--- src/rtl/fetch_ctrl_pkg.sv ---
`default_nettype none
// ============================================================================
// Module      : fetch_ctrl_pkg
// Description : Shared types and constants for the instruction-fetch
//               controller: FSM state encoding, bus widths, default trap
//               vector and an alignment helper.
// Revision    : 1.0 - initial release
// ============================================================================
package fetch_ctrl_pkg;

    localparam int INSTR_W = 32;
    localparam int ADDR_W  = 32;

    localparam logic [ADDR_W-1:0] TRAP_VEC_DEFAULT = 32'h0000_0100;

    typedef enum logic [1:0] {
        S_BOOT  = 2'd0,
        S_ISSUE = 2'd1,
        S_WAIT  = 2'd2
    } fetch_state_e;

    // Instruction addresses must be word aligned.
    function automatic logic is_misaligned(input logic [ADDR_W-1:0] addr);
        return addr[1:0] != 2'b00;
    endfunction

endpackage
`default_nettype wire

--- src/rtl/fetch_ctrl_if.sv ---
`default_nettype none
// ============================================================================
// Module      : fetch_ctrl_if
// Description : Fetch-side bus bundle: instruction-memory request/response
//               channel plus the one-entry instruction handoff to decode.
//   master : fetch controller (drives requests and the decode handoff)
//   slave  : environment (memory + decode)
//   imem_req_valid/ready/addr  : request handshake, address
//   imem_rsp_valid/data        : one response per accepted request
//   if_valid/ready/instr/pc    : buffered instruction toward decode
// Revision    : 1.0 - initial release
// ============================================================================
interface fetch_ctrl_if;
    import fetch_ctrl_pkg::*;

    logic               imem_req_valid;
    logic               imem_req_ready;
    logic [ADDR_W-1:0]  imem_req_addr;
    logic               imem_rsp_valid;
    logic [INSTR_W-1:0] imem_rsp_data;
    logic               if_valid;
    logic               if_ready;
    logic [INSTR_W-1:0] if_instr;
    logic [ADDR_W-1:0]  if_pc;

    modport master (
        output imem_req_valid, imem_req_addr,
        input  imem_req_ready, imem_rsp_valid, imem_rsp_data,
        output if_valid, if_instr, if_pc,
        input  if_ready
    );

    modport slave (
        input  imem_req_valid, imem_req_addr,
        output imem_req_ready, imem_rsp_valid, imem_rsp_data,
        input  if_valid, if_instr, if_pc,
        output if_ready
    );

endinterface
`default_nettype wire

--- src/rtl/fetch_ctrl_buf.sv ---
`default_nettype none
// ============================================================================
// Module      : fetch_buf
// Description : One-entry instruction buffer toward decode with a delivered
//               instruction counter.
//   clk, rst          : clock, asynchronous active-high reset
//   load, load_instr,
//   load_pc           : capture a new word (wins over a same-cycle consume)
//   flush             : discard the buffered word (redirect)
//   ready             : decode ready; consume = valid && ready
//   valid, instr, pc  : buffered instruction
//   count             : consumes so far, wraps modulo 2^CNT_W
// Revision    : 1.0 - initial release
// ============================================================================
module fetch_buf
    import fetch_ctrl_pkg::*;
#(
    parameter int CNT_W = 32
) (
    input  logic               clk,
    input  logic               rst,
    input  logic               load,
    input  logic [INSTR_W-1:0] load_instr,
    input  logic [ADDR_W-1:0]  load_pc,
    input  logic               flush,
    input  logic               ready,
    output logic               valid,
    output logic [INSTR_W-1:0] instr,
    output logic [ADDR_W-1:0]  pc,
    output logic [CNT_W-1:0]   count
);

    logic consume;
    assign consume = valid && ready;

    always_ff @(posedge clk or posedge rst) begin
        if (rst) begin
            valid <= 1'b0;
            instr <= '0;
            pc    <= '0;
            count <= '0;
        end else begin
            // A flush never coincides with a load; a consume in the flush
            // cycle has already happened at the decode side and still counts.
            if (flush) begin
                valid <= 1'b0;
            end else if (load) begin
                valid <= 1'b1;
                instr <= load_instr;
                pc    <= load_pc;
            end else if (consume) begin
                valid <= 1'b0;
            end
            if (consume) begin
                count <= count + CNT_W'(1);
            end
        end
    end

endmodule
`default_nettype wire

--- src/rtl/fetch_ctrl.sv ---
`default_nettype none
// ============================================================================
// Module      : fetch_ctrl
// Description : Program-counter sequencing and instruction fetch. One
//               outstanding memory request and one buffered instruction;
//               branch/trap redirects squash in-flight fetches.
//   clk, rst            : clock, asynchronous active-high reset
//   boot_addr           : first fetch address (used in S_BOOT)
//   pc_out              : current PC from the external PC register
//   pc_load, pc_in      : PC register control (pc_load=0 -> PC += 4)
//   br_valid, br_target : branch redirect from execute
//   trap_valid          : trap redirect (to TRAP_VEC)
//   bus                 : imem request/response and decode handoff
//   misalign_err        : registered pulse for a misaligned branch target
//   fetch_count         : instructions delivered to decode
// Revision    : 1.0 - initial release
// ============================================================================
module fetch_ctrl
    import fetch_ctrl_pkg::*;
#(
    parameter logic [ADDR_W-1:0] TRAP_VEC = TRAP_VEC_DEFAULT,
    parameter int                CNT_W    = 32
) (
    input  logic              clk,
    input  logic              rst,
    input  logic [ADDR_W-1:0] boot_addr,
    input  logic [ADDR_W-1:0] pc_out,
    output logic              pc_load,
    output logic [ADDR_W-1:0] pc_in,
    input  logic              br_valid,
    input  logic [ADDR_W-1:0] br_target,
    input  logic              trap_valid,
    fetch_ctrl_if.master      bus,
    output logic              misalign_err,
    output logic [CNT_W-1:0]  fetch_count
);

    fetch_state_e      state, state_nxt;
    logic              kill, kill_nxt;
    logic [ADDR_W-1:0] req_pc;

    logic              redirect;
    logic              br_misalign;
    logic [ADDR_W-1:0] target;
    logic              req_valid;
    logic              req_fire;
    logic              buf_free;
    logic              buf_load;

    logic               buf_valid;
    logic [INSTR_W-1:0] buf_instr;
    logic [ADDR_W-1:0]  buf_pc;

    // Redirect inputs are meaningless during the boot cycle.
    always_comb begin
        redirect    = (state != S_BOOT) && (trap_valid || br_valid);
        br_misalign = (state != S_BOOT) && br_valid && !trap_valid
                      && is_misaligned(br_target);
        target      = (trap_valid || br_misalign) ? TRAP_VEC : br_target;
    end

    assign buf_free = !buf_valid || bus.if_ready;
    assign req_fire = req_valid && bus.imem_req_ready;

    always_comb begin
        state_nxt = state;
        kill_nxt  = kill;
        pc_load   = 1'b1;
        pc_in     = pc_out;
        req_valid = 1'b0;
        buf_load  = 1'b0;
        case (state)
            S_BOOT: begin
                pc_in     = boot_addr;
                state_nxt = S_ISSUE;
            end
            S_ISSUE: begin
                if (redirect) begin
                    pc_in = target;
                end else begin
                    req_valid = buf_free;
                    if (buf_free && bus.imem_req_ready) begin
                        pc_load   = 1'b0;
                        state_nxt = S_WAIT;
                    end
                end
            end
            S_WAIT: begin
                if (redirect) begin
                    pc_in = target;
                    // The outstanding response must still be absorbed; if it
                    // is not here yet, remember to drop it when it arrives.
                    if (bus.imem_rsp_valid) begin
                        kill_nxt  = 1'b0;
                        state_nxt = S_ISSUE;
                    end else begin
                        kill_nxt = 1'b1;
                    end
                end else if (bus.imem_rsp_valid) begin
                    buf_load  = !kill;
                    kill_nxt  = 1'b0;
                    state_nxt = S_ISSUE;
                end
            end
            default: begin
                state_nxt = S_BOOT;
            end
        endcase
    end

    always_ff @(posedge clk or posedge rst) begin
        if (rst) begin
            state        <= S_BOOT;
            kill         <= 1'b0;
            req_pc       <= '0;
            misalign_err <= 1'b0;
        end else begin
            state        <= state_nxt;
            kill         <= kill_nxt;
            misalign_err <= br_misalign;
            if (req_fire) begin
                req_pc <= pc_out;
            end
        end
    end

    fetch_buf #(
        .CNT_W (CNT_W)
    ) u_buf (
        .clk        (clk),
        .rst        (rst),
        .load       (buf_load),
        .load_instr (bus.imem_rsp_data),
        .load_pc    (req_pc),
        .flush      (redirect),
        .ready      (bus.if_ready),
        .valid      (buf_valid),
        .instr      (buf_instr),
        .pc         (buf_pc),
        .count      (fetch_count)
    );

    assign bus.imem_req_valid = req_valid;
    assign bus.imem_req_addr  = pc_out;
    assign bus.if_valid       = buf_valid;
    assign bus.if_instr       = buf_instr;
    assign bus.if_pc          = buf_pc;

endmodule
`default_nettype wire

--- src/flat_wrapper.sv ---
// flat-port wrapper written by rule: the top's interface ports become plain ports
module fetch_ctrl_flat import fetch_ctrl_pkg::*;
#(
    parameter logic [ADDR_W-1:0] TRAP_VEC = TRAP_VEC_DEFAULT,
    parameter int                CNT_W    = 32
)
  (clk, rst, boot_addr, pc_out, pc_load, pc_in, br_valid, br_target, trap_valid, misalign_err, fetch_count, bus_imem_req_valid, bus_imem_req_addr, bus_imem_req_ready, bus_imem_rsp_valid, bus_imem_rsp_data, bus_if_valid, bus_if_instr, bus_if_pc, bus_if_ready);
  fetch_ctrl_if bus_i ();
  input  logic clk;
  input  logic rst;
  input  logic [ADDR_W-1:0] boot_addr;
  input  logic [ADDR_W-1:0] pc_out;
  output logic pc_load;
  output logic [ADDR_W-1:0] pc_in;
  input  logic br_valid;
  input  logic [ADDR_W-1:0] br_target;
  input  logic trap_valid;
  output logic misalign_err;
  output logic [CNT_W-1:0] fetch_count;
  output wire logic [$bits(bus_i.imem_req_valid)-1:0] bus_imem_req_valid;
  output wire logic [$bits(bus_i.imem_req_addr)-1:0] bus_imem_req_addr;
  input wire logic [$bits(bus_i.imem_req_ready)-1:0] bus_imem_req_ready;
  input wire logic [$bits(bus_i.imem_rsp_valid)-1:0] bus_imem_rsp_valid;
  input wire logic [$bits(bus_i.imem_rsp_data)-1:0] bus_imem_rsp_data;
  output wire logic [$bits(bus_i.if_valid)-1:0] bus_if_valid;
  output wire logic [$bits(bus_i.if_instr)-1:0] bus_if_instr;
  output wire logic [$bits(bus_i.if_pc)-1:0] bus_if_pc;
  input wire logic [$bits(bus_i.if_ready)-1:0] bus_if_ready;
  assign bus_imem_req_valid = bus_i.imem_req_valid;
  assign bus_imem_req_addr = bus_i.imem_req_addr;
  assign bus_i.imem_req_ready = bus_imem_req_ready;
  assign bus_i.imem_rsp_valid = bus_imem_rsp_valid;
  assign bus_i.imem_rsp_data = bus_imem_rsp_data;
  assign bus_if_valid = bus_i.if_valid;
  assign bus_if_instr = bus_i.if_instr;
  assign bus_if_pc = bus_i.if_pc;
  assign bus_i.if_ready = bus_if_ready;
  fetch_ctrl #(.TRAP_VEC(TRAP_VEC), .CNT_W(CNT_W)) u_core (.clk(clk), .rst(rst), .boot_addr(boot_addr), .pc_out(pc_out), .pc_load(pc_load), .pc_in(pc_in), .br_valid(br_valid), .br_target(br_target), .trap_valid(trap_valid), .bus(bus_i), .misalign_err(misalign_err), .fetch_count(fetch_count));
endmodule
--- config.mk ---
export PLATFORM = sky130hd
export DESIGN_NAME = fetch_ctrl_flat
export DESIGN_NICKNAME = d
export VERILOG_FILES = /design/src/rtl/fetch_ctrl_pkg.sv /design/src/rtl/fetch_ctrl_if.sv /design/src/rtl/fetch_ctrl_buf.sv /design/src/rtl/fetch_ctrl.sv /design/src/flat_wrapper.sv
export SDC_FILE = /design/constraint.sdc
export NUM_CORES = 1
export LEC_CHECK = 0
export BUFFER_PORTS_ARGS = -buffer_cell sky130_fd_sc_hd__clkbuf_2
export CAP_MARGIN = 20
export CELL_PAD_IN_SITES_DETAIL_PLACEMENT = 0
export CELL_PAD_IN_SITES_GLOBAL_PLACEMENT = 1
export CORE_MARGIN = 2
export CORE_UTILIZATION = 33
export CTS_BUF_LIST = sky130_fd_sc_hd__clkbuf_4 sky130_fd_sc_hd__clkbuf_8
export CTS_CLUSTER_DIAMETER = 100
export DETAILED_ROUTE_END_ITERATION = 6
export GPL_TIMING_DRIVEN = 0
export PLACE_DENSITY = 0.83
export SETUP_SLACK_MARGIN = 0.3
export SLEW_MARGIN = 0
export SYNTH_ARGS = -nofsm -noshare
export SYNTH_HDL_FRONTEND = slang
export SYNTH_HIERARCHICAL = 1
export SYNTH_SLANG_ARGS = --single-unit
--- constraint.sdc ---
create_clock -name clk -period 8.35 [get_ports clk]
set_input_delay 1.67 -clock clk [delete_from_list [all_inputs] [get_ports clk]]
set_output_delay 1.67 -clock clk [all_outputs]
set_load 0.02 [all_outputs]
## After elaboration in Yosys (flattened, before gate mapping)

Index checks and enable logic that the tools add are counted.

| storage, ports and cells | value |
|---|---|
| input bits | 135 |
| flip-flop bits (word level) | 133 |
| word-level logic and storage cells | 58 |
| output and inout port bits | 164 |

| operators by class | value |
|---|---|
| add/subtract/negate cells | 1 |
| bitwise logic cells | 1 |
| reductions and logical operators | 22 |
| eq/ne operators | 5 |
| multiplexer cells | 21 |

Operator list:

| cell | count |
|---|---|
| 2-to-1 mux 32 bit | 2 |
| case mux 32 bit (2 select lines) | 1 |
| adder 32 x 1 -> 32 bit (second input constant) | 1 |
| 2-to-1 mux 1 bit | 14 |
| logical AND 1 bit | 7 |
| 2-to-1 mux 2 bit | 3 |
| case mux 2 bit (3 select lines) | 1 |
| nonzero test 2 bit | 3 |
| != test 2 bit (second input constant) | 2 |
| AND reduction 2 bit | 2 |
| logical NOT 1 bit | 3 |
| logical OR 1 bit | 3 |
| AND reduction 3 bit | 1 |
| nonzero test 3 bit | 1 |
| == test 2 x 1 -> 1 bit (second input constant) | 1 |
| == test 2 bit (second input constant) | 1 |
| logical NOT 2 bit | 1 |
| != test 2 x 1 -> 1 bit (second input constant) | 1 |
| OR reduction 2 bit | 1 |
| NOT 1 bit | 1 |

## Longest topological paths before layout

Gate-level depths: netlist of the first run.

| logic depth | value |
|---|---|
| depth in word-level cells | 8 |
| depth in mapped cells | 9 |

## By module

The synthesis of the first run kept the hierarchy.

By module, submodules not included:

| module | cells an instance | area each (um^2) | times used |
|---|---|---|---|
| fetch_buf | 269 | 3,877.5 | 1 |
| fetch_ctrl | 207 | 2,352.3 | 1 |

## Worst setup path before layout of the first run

OpenSTA, ideal clock, no wires.

| timing | value |
|---|---|
| path type | input to output |
| from | input port br_valid |
| to | output port pc_in[10] |
| arrival | 2.690 ns |
| slack | 3.990 ns |
| path buffers | 2 |
| cell stages on the path | 5 |
| required time | 6.680 ns |
| cells stage by stage | nor3b_2 > and4b_1 > buf_6 > buf_6 > a221o_1 |

| on the way | value |
|---|---|
| cells in the longest elaborated chain, start to end | 7 |
| elaborated cells between the ends (all ways) | 9 |
| those cells by class | mux: 3; reduce/logical: 6 |

Ends and longest elaborated chain:

| element | line | RTL |
|---|---|---|
| from (decl) | flat_wrapper.sv:15 | `input logic br_valid;` |
| logical AND 1 bit (2 in a row) | fetch_ctrl.sv:57 | `br_misalign = (state != S_BOOT) && br_valid && !trap_valid` |
| logical AND 1 bit | fetch_ctrl.sv:58 | `&& is_misaligned(br_target);` |
| logical OR 1 bit | fetch_ctrl.sv:59 | `target = (trap_valid \|\| br_misalign) ? TRAP_VEC : br_target;` |
| 2-to-1 mux 32 bit | fetch_ctrl.sv:59 |  |
| 2-to-1 mux 32 bit (*) | fetch_ctrl.sv:78, fetch_ctrl.sv:89 |  |
| case mux 32 bit (2 select lines) (*) | fetch_ctrl.sv:72 | `case (state)` |
| to (decl) | flat_wrapper.sv:14 | `output logic [ADDR_W-1:0] pc_in;` |

Every way passes the cells marked *; elsewhere a longest branch is shown, timed or not.

## Worst setup path after layout of the first run

| timing | value |
|---|---|
| from | input port br_valid |
| to | output port pc_in[5] |

The elaborated chain is that of the path after synthesis.

==> flow_metrics.tcl, run 1 <==
set metrics [dict create \
    htree_levels 4 \
    cts_tree "yes" \
    avgSynthCellArea_um2 13.1 \
    vias_per_cell 4.77 \
    root_buffer "clkbuf_8" \
    grt_max_degree 56 \
    async_flop_share_pct 100 \
    rr_startpoint "u_core/state[0]" \
    final_nets 934 \
    holdWs_ns 0.477 \
    max_stage_delay_ns 0.36 \
    hold_class "flop to flop" \
    gp_congestion 0.812 \
    yosys_warnings 6 \
    mappedNetlistArea_mm2 0.00623 \
    cts_buffers 17 \
    synth_cell_type_count 39 \
    cts_setup_buffers 0 \
    ys_seq_area_share_pct 53.4 \
    synth.largest_area_cell "dfrtp_1" \
    synth.area.top_cells "dfrtp_1 53%, mux2_2 17%, a221o_1 4.8%" \
    drc 0 \
    grt_util_all_layers_pct 17.9 \
    finalHoldViolCount 0 \
    wire_per_inst_um 17.2 \
    slew_headroom_pct 43.2 \
    path_max_fanout 10 \
    n_fill_cell 1780 \
    path_class "primary input to output pin" \
    r2r_cells 9 \
    cts_buffer_depth 2 \
    drive_gt1_share_pct 59.9 \
    cp.arrival_ns 3.06 \
    ios 299 \
    via_count 4962 \
    path_clk_slew_ns 0.08 \
    clk_latency_ns 0.43 \
    initial_utilization_pct 33.4 \
    ir_drop_v 0.000140 \
    die_h_um 141 \
    grt_pass1_vias 4880 \
    cp.required_ns 6.68 \
    start_kind "primary input" \
    totalWireLength_um 17900 \
    diodes 0 \
    cellLeakagePower_nw 4.46 \
    worst-r2r-setup-slack_ns 5.24 \
    drt_iter0_markers 159 \
    dieArea_mm2 0.0200 \
    critical_path.slowest_cell "buf_2" \
    ys.flop_type "dfrtp_1" \
    syn_nets 616 \
    drv_slew 0 \
    status "finished clean" \
    dp.final_hpwl_um 13400 \
    drtAntennaViolNets 0 \
    num_rows 50 \
    cp_cell_sequence "clkbuf_2 > o21bai_4 > a21o_1 > buf_2 > a221o_1 > clkbuf_2" \
    clock_skew_ns 0.0123 \
    tns_ns 0 \
    final-setup-viol-count 0 \
    dr.pass1.iters 4 \
    synth_edf_count 0 \
    endpoint_kind "output pin" \
    finalCritPeriodShare_pct 56.6 \
    grt_first_pass_wirelength_um 27300 \
    rr_endpoint "u_core/u_buf/pc[3]" \
    fin_crit_ns 4.73 \
    antenna_found_initial 0 \
    post_cts_resize_count 0 \
    port_buffers 298 \
    cpMostUsedCell "clkbuf_2" \
    crit_path_start "br_valid" \
    core_mm2 0.0186 \
    cts.sinks 133 \
    power_density_mw_per_mm2 331 \
    synth_top_area_share_pct 53.4 \
    fmax_mhz 211 \
    syn_to_final_growth_pct 35.5 \
    tightest_slew_ns 0.850 \
    grt_overflow 0 \
    crit_end "pc_in[5]" \
    syn_inst 476 \
    die_w_um 141 \
    maxCapViolCount 0 \
    cts_hold_buffers 0 \
    synth-seq-cells 133 \
    rsz0062_at_grt "no" \
]
==> worst max-delay path: cells and delay by family <==
kind | cells | cell delay (ns)
buffers and inverters | 3 | 0.66
AO/OA/AOI/OAI | 3 | 0.72
==> area by class of cell <==
class	instances	area [µm²]	area share, %
sequential	133	3330	39.4
inverter	9	36.3	0.430
tap	234	293	3.47
multi-input combinational	280	2490	29.5
timing repair buffer	299	1520	18.0
clock buffer	19	249	2.95
buffer	54	380	4.51
clock inverter	13	150	1.78
==> layer usage <==
layer  global-route usage [%]  part of all wire, %  up-vias
li1                         -                    -     2325
met4                     5.53                  1.7        0
met3                     4.39                  5.7       20
met2                     30.2                   49      186
met1                     22.7                   43     2431
met5                        0                    0        -
==> through the flow <==
step	utilization, %	power (mW)	setup WS [ns]	std cells	instance area, µm²
after floorplan	-	1.82	3.99	476	6230
after global placement	43.0	2.25	2.79	1008	8010
after detailed placement	43.1	2.27	3.60	1009	8040
after CTS	45.3	2.83	3.60	1041	8440
after global routing	45.3	2.96	3.54	1041	8440
final	45.3	2.79	3.62	1041	8440
==> flip-flops by register name, indices dropped and copies added, names as in the netlist <==
name	flops
u_core/kill	1
u_core/state	2
u_core/misalign_err	1
u_core/u_buf/instr	32
u_core/u_buf/valid	1
u_core/req_pc	32
u_core/u_buf/pc	32
u_core/u_buf/count	32
==> power breakdown <==
part	switching, mW	total (mW)	leakage (nW)	internal [mW]
Combinational	0.747	1.29	2.52	0.540
Sequential	0.104	0.958	1.74	0.854
Clock	0.270	0.547	0.198	0.277
Total	1.12	2.79	4.46	1.67
==> worst min-delay path by stage <==
stage | startpoint | end | slack [ns] | cells past startpoint
finish | u_core/u_buf/count[31] | u_core/u_buf/count[31] | 0.48 | 1
global placement | u_core/u_buf/count[31] | u_core/u_buf/count[31] | 0.46 | 1
global route | u_core/u_buf/count[31] | u_core/u_buf/count[31] | 0.49 | 1
detailed placement | u_core/u_buf/count[31] | u_core/u_buf/count[31] | 0.47 | 1
floorplan | u_core/req_pc[31] | u_core/req_pc[31] | 0.46 | 1
CTS | u_core/u_buf/count[31] | u_core/u_buf/count[31] | 0.48 | 1
==> placed cells by master, fill, tap and decap left out, types with 6 or more instances in the layout <==
| cell | Yosys | layout |
|---|---|---|
| and2_1 | 31 | 31 |
| clkbuf_8 | 0 | 17 |
| buf_4 | 32 | 32 |
| xnor2_1 | 28 | 28 |
| dfrtp_1 | 133 | 133 |
| clkbuf_2 | 0 | 298 |
| inv_1 | 9 | 7 |
| nand4_1 | 16 | 16 |
| mux2_2 | 96 | 96 |
| buf_6 | 6 | 6 |
| buf_2 | 10 | 10 |
| nand3_1 | 13 | 13 |
| a221o_1 | 30 | 30 |
| nand2_1 | 11 | 11 |
==> cells in the mapped netlist, types with 2 or more instances <==
cell        n
ha_1        5
nor3_1      4
nand2_1    11
a21oi_1     5
a22o_1      2
a221o_1    30
and2_1     31
nor4_1      2
nor2b_1     3
mux2_2     96
buf_6       6
buf_2      10
buf_4      32
nand4_4     2
nor2_1      5
nand2b_1    3
xor2_1      3
inv_1       9
nand4_1    16
and3_1      5
and4_1      3
clkbuf_1    5
dfrtp_1   133
nand3_1    13
xnor2_1    28
==> kinds of logic (layout without fill, tap and decap cells) <==
logic type	after synthesis	in the layout	share of synthesized area [%]
AO/OA/AOI/OAI	45	45	6.75
XOR/XNOR	31	31	4.36
multiplexers	97	97	17.5
AND/OR/NAND/NOR	102	102	10.3
flip-flops	133	133	53.4
adder cells (fa/ha/maj)	5	5	1.00
buffers and inverters	63	394	6.65
No activity file was read; power rests on OpenSTA's default activity.
==> inputs of run 2 (changes only) <==
- PLACE_DENSITY: 0.83 -> 0.86
- clock period: 8.35 -> 3.9 ns (I/O delays scaled with it)
==> flow_metrics.tcl, run 2 (same netlist as run 1, synthesis figures left out) <==
set metrics [dict create \
    status "finished clean" \
    cts_buffer_depth 2 \
    path_clk_slew_ns 0.08 \
    drt_iter0_markers 218 \
    cts.sinks 133 \
    drive_gt1_share_pct 60.0 \
    cp.arrival_ns 2.59 \
    grt_overflow 0 \
    dieArea_mm2 0.0200 \
    placed_cell_area_mm2 0.00804 \
    die_h_um 141 \
    drv_slew 0 \
    antenna_found_initial 0 \
    power_frac_comb_pct 45.3 \
    finalHoldViolCount 0 \
    n_fill_cell 1776 \
    p_sw_share_pct 39.2 \
    endpoint_kind "output pin" \
    hold_class "primary input to asynchronous set/reset pin" \
    cp_cell_sequence "inv_1 > ha_1 > o21bai_4 > a21o_1 > buf_2 > a221o_1 > clkbuf_2" \
    fmax_mhz 297 \
    path_max_fanout 10 \
    fin_crit_ns 3.37 \
    p_seq_share_pct 33.5 \
    htree_levels 4 \
    p_clk_share_pct 21.2 \
    grt_util_all_layers_pct 18.2 \
    maxCapViolCount 0 \
    initial_utilization_pct 33.4 \
    totalWireLength_um 18200 \
    internal-power_mw 3.74 \
    tightest_slew_ns 0.872 \
    use_met1_pct 23.3 \
    drc 0 \
    placedCellCount 1009 \
    final_cell_mix "299 x clkbuf_2, 133 x dfrtp_1, 96 x mux2_2" \
    finalCritPeriodShare_pct 86.3 \
    clk_latency_ns 0.44 \
    grt_first_pass_wirelength_um 27400 \
    tns_ns 0 \
    vias_per_cell 4.78 \
    rr_startpoint "u_core/state[0]" \
    num_rows 50 \
    dp.final_hpwl_um 13900 \
    cellLeakagePower_nw 4.49 \
    holdWs_ns 0.418 \
    rsz0062_at_grt "no" \
    p_switching_mw 2.40 \
    use_met3_pct 4.56 \
    syn_to_final_growth_pct 36.4 \
    mostFrequentLayoutCell "clkbuf_2" \
    slew_headroom_pct 41.8 \
    clock_skew_ns 0.0129 \
    finalPower_mw 6.14 \
    final-setup-viol-count 0 \
    wire_per_inst_um 17.5 \
    dr.pass1.iters 4 \
    pre_cts_ws_ns 0.610 \
    port_buffers 298 \
    top_usage_layer "met2" \
    final_core_util_pct 45.6 \
    crit_path_start "u_core/state[0]" \
    cts_buffers 17 \
    max_stage_delay_ns 0.42 \
    grt_pass1_vias 4873 \
    finalWorstSetupSlack_ns 0.534 \
    ir_drop_v 0.000276 \
    ios 299 \
    final_nets 934 \
    cts_tree "yes" \
    fin_area_mm2 0.00850 \
    start_kind "flop" \
    cp.required_ns 3.12 \
    use_met2_pct 30.4 \
    path_class "flop to output pin" \
    critical_path.slowest_cell "dfrtp_1" \
    root_buffer "clkbuf_8" \
    core_mm2 0.0186 \
    grt_max_degree 55 \
    fin_cells 1041 \
    die_w_um 141 \
    gp_congestion 0.785 \
    diodes 0 \
    via_count 4975 \
    drtAntennaViolNets 0 \
    power_density_mw_per_mm2 723 \
]
[run 2: area by class of cell]
cell class / instances / area [µm²] / share of cell area, %
Clock inverter: 12 / 175 / 2.06
Clock buffer: 20 / 275 / 3.24
Sequential cell: 133 / 3330 / 39.2
Tap cell: 234 / 293 / 3.45
Inverter: 9 / 36.3 / 0.427
Timing Repair Buffer: 299 / 1520 / 17.9
Buffer: 54 / 382 / 4.49
Multi-Input combinational cell: 280 / 2490 / 29.3
[run 2: layer usage]
metal | vias to the layer above | share of wire (%)
met2 | 202 | 49
met3 | 14 | 6.3
li1 | 2333 | -
met1 | 2426 | 43
met4 | 0 | 1.1
met5 | - | 0
[run 2: timing repair]
item                                    in CTS  in global routing
resized for setup                            1                  0
setup buffers                                0                  0
endpoints found under the setup margin       2                  0
hold buffers                                 0                  0
[run 2: worst max-delay path: cells and delay by family, from the launching register on]
| kind | cells | cell delay (ns) |
|---|---|---|
| adder cells (fa/ha/maj) | 1 | 0.29 |
| buffers and inverters | 3 | 0.67 |
| flip-flops | 1 | 0.42 |
| AO/OA/AOI/OAI | 3 | 0.76 |
[run 2: final timing paths]
path                                           to  slack, ns  cells after the start
hold / removal                u_core/u_buf/pc[11]       0.42                      2
min in group clk           u_core/u_buf/count[31]       0.48                      1
hold reg to reg            u_core/u_buf/count[31]       0.48                      1
setup reg to reg               u_core/u_buf/pc[2]       0.80                      9
setup / recovery                         pc_in[6]       0.53                      7
max in group asynchronous      u_core/u_buf/pc[5]       2.79                      3
[run 2: power by group through the flow]
stage	registers [mW]	logic, mW	clock network [mW]
global placement	2.06	2.77	0
detailed placement	2.08	2.80	0
CTS	2.05	2.81	1.34
floorplan	2.37	1.52	0
global route	2.11	2.97	1.40
finish	2.06	2.78	1.30
==> inputs of run 3 (changes only) <==
- CAP_MARGIN: 20 -> default
- CELL_PAD_IN_SITES_DETAIL_PLACEMENT: 0 -> 1
- CELL_PAD_IN_SITES_GLOBAL_PLACEMENT: 1 -> 2
- CORE_UTILIZATION: 33 -> 27
==> flow_metrics.tcl, run 3 (same netlist as run 1, synthesis figures left out) <==
set metrics [dict create \
    status "finished clean" \
    finalPower_mw 6.20 \
    multi_input_area_mm2 0.00249 \
    mostFrequentLayoutCell "clkbuf_2" \
    fin_crit_ns 3.39 \
    cp.required_ns 3.12 \
    drc 0 \
    root_buffer "clkbuf_8" \
    fmax_mhz 295 \
    num_rows 55 \
    grt_max_degree 50 \
    ir_drop_v 0.000250 \
    path_max_fanout 10 \
    wire_per_inst_um 18.3 \
    placedCellCount 1061 \
    path_clk_slew_ns 0.09 \
    tightest_slew_ns 0.702 \
    path_class "flop to output pin" \
    endpoint_kind "output pin" \
    totalWireLength_um 20000 \
    maxCapViolCount 0 \
    diodes 0 \
    cp.arrival_ns 2.61 \
    r2r_cells 9 \
    final-setup-viol-count 0 \
    drive_gt1_share_pct 60.3 \
    final-seq-area_mm2 0.00333 \
    die_h_um 156 \
    port_buffers 298 \
    via_count 5032 \
    dieArea_mm2 0.0243 \
    hold_class "primary input to asynchronous set/reset pin" \
    ios 299 \
    fin_cells 1093 \
    start_kind "flop" \
    grt_util_all_layers_pct 16.5 \
    finalHoldViolCount 0 \
    grt_first_pass_wirelength_um 30100 \
    cts_buffer_depth 2 \
    finalWorstSetupSlack_ns 0.505 \
    slew_headroom_pct 53.2 \
    drv_slew 0 \
    die_w_um 156 \
    clock_skew_ns 0.00992 \
    drtAntennaViolNets 0 \
    antenna_found_initial 1 \
    tns_ns 0 \
    pre_cts_ws_ns 0.515 \
    cellLeakagePower_nw 4.50 \
    finalCritPeriodShare_pct 87.0 \
    htree_levels 4 \
    core_mm2 0.0226 \
    cts_tree "yes" \
    dp.final_hpwl_um 15300 \
    clk_latency_ns 0.43 \
    vias_per_cell 4.60 \
    drt_iter0_markers 134 \
    initial_utilization_pct 27.5 \
    grt_pass1_vias 5182 \
    power_density_mw_per_mm2 722 \
    cts.sinks 133 \
    syn_to_final_growth_pct 37.9 \
    grt_overflow 0 \
    n_fill_cell 2572 \
    holdWs_ns 0.341 \
    cts_hold_buffers 0 \
    cts_buffers 17 \
    gp_congestion 0.743 \
    final_cell_mix "300 x clkbuf_2, 133 x dfrtp_1, 96 x mux2_2" \
    rsz0062_at_grt "no" \
    final_nets 935 \
    dr.pass1.iters 4 \
]
==> run 3: worst max-delay path, stage by stage (launching register included) <==
cell and delay, ns:
dfrtp_1 0.40, inv_1 0.09, ha_1 0.29, nor3b_2 0.24
and4b_1 0.32, buf_2 0.38, a221o_1 0.27, clkbuf_2 0.19
==> run 3: metal layers <==
| metal | GRT usage, % | part of all wire, % | wire length (µm) | up-vias |
|---|---|---|---|---|
| met5 | 0 | 0.060 | 12 | - |
| met4 | 4.54 | 1.2 | 250 | 2 |
| met3 | 4.81 | 6.6 | 1330 | 18 |
| met2 | 28.0 | 49 | 9740 | 178 |
| met1 | 20.5 | 43 | 8680 | 2504 |
| li1 | - | - | - | 2330 |
==> run 3: final timing paths <==
path	startpoint	end	slack (ns)
max in group asynchronous	rst	u_core/u_buf/count[20]	2.74
max reg2reg	u_core/state[1]	u_core/u_buf/pc[1]	0.76
max	u_core/state[0]	pc_in[31]	0.51
min	rst	u_core/req_pc[2]	0.34
min in group clk	u_core/u_buf/count[31]	u_core/u_buf/count[31]	0.49
min reg2reg	u_core/u_buf/count[31]	u_core/u_buf/count[31]	0.49
==> run 3: what timing repair did <==
| action | in CTS | in global routing |
|---|---|---|
| hold endpoints to repair | 0 | 0 |
| buffers inserted | 0 | 0 |
| setup endpoints to repair | 10 | 12 |
| cloned | 0 | 0 |
| resized for setup | 1 | 4 |
==> run 3: per-stage QoR <==
stage	cell area (µm²)	utilization, %
2_1_floorplan	6230	-
3_3_place_gp	8080	35.7
3_5_place_dp	8130	35.9
4_1_cts	8580	37.9
5_1_grt	8590	37.9
6_report	8590	37.9
==> run 3: area by class of cell <==
type / instances / area share, %
buffer: 54 / 4.49
clock buffer: 17 / 2.72
clock inverter: 15 / 2.55
inverter: 9 / 0.422
multi-input combinational: 280 / 29.0
sequential: 133 / 38.8
tap: 285 / 4.15
timing repair buffer: 300 / 17.9
==> run 3: where the power goes <==
group / total [mW] / switching [mW] / internal (mW) / leakage (nW)
clock: 1.33 / 0.610 / 0.716 / 0.221
combinational: 2.82 / 1.65 / 1.17 / 2.54
sequential: 2.05 / 0.227 / 1.83 / 1.74
total: 6.20 / 2.49 / 3.71 / 4.50
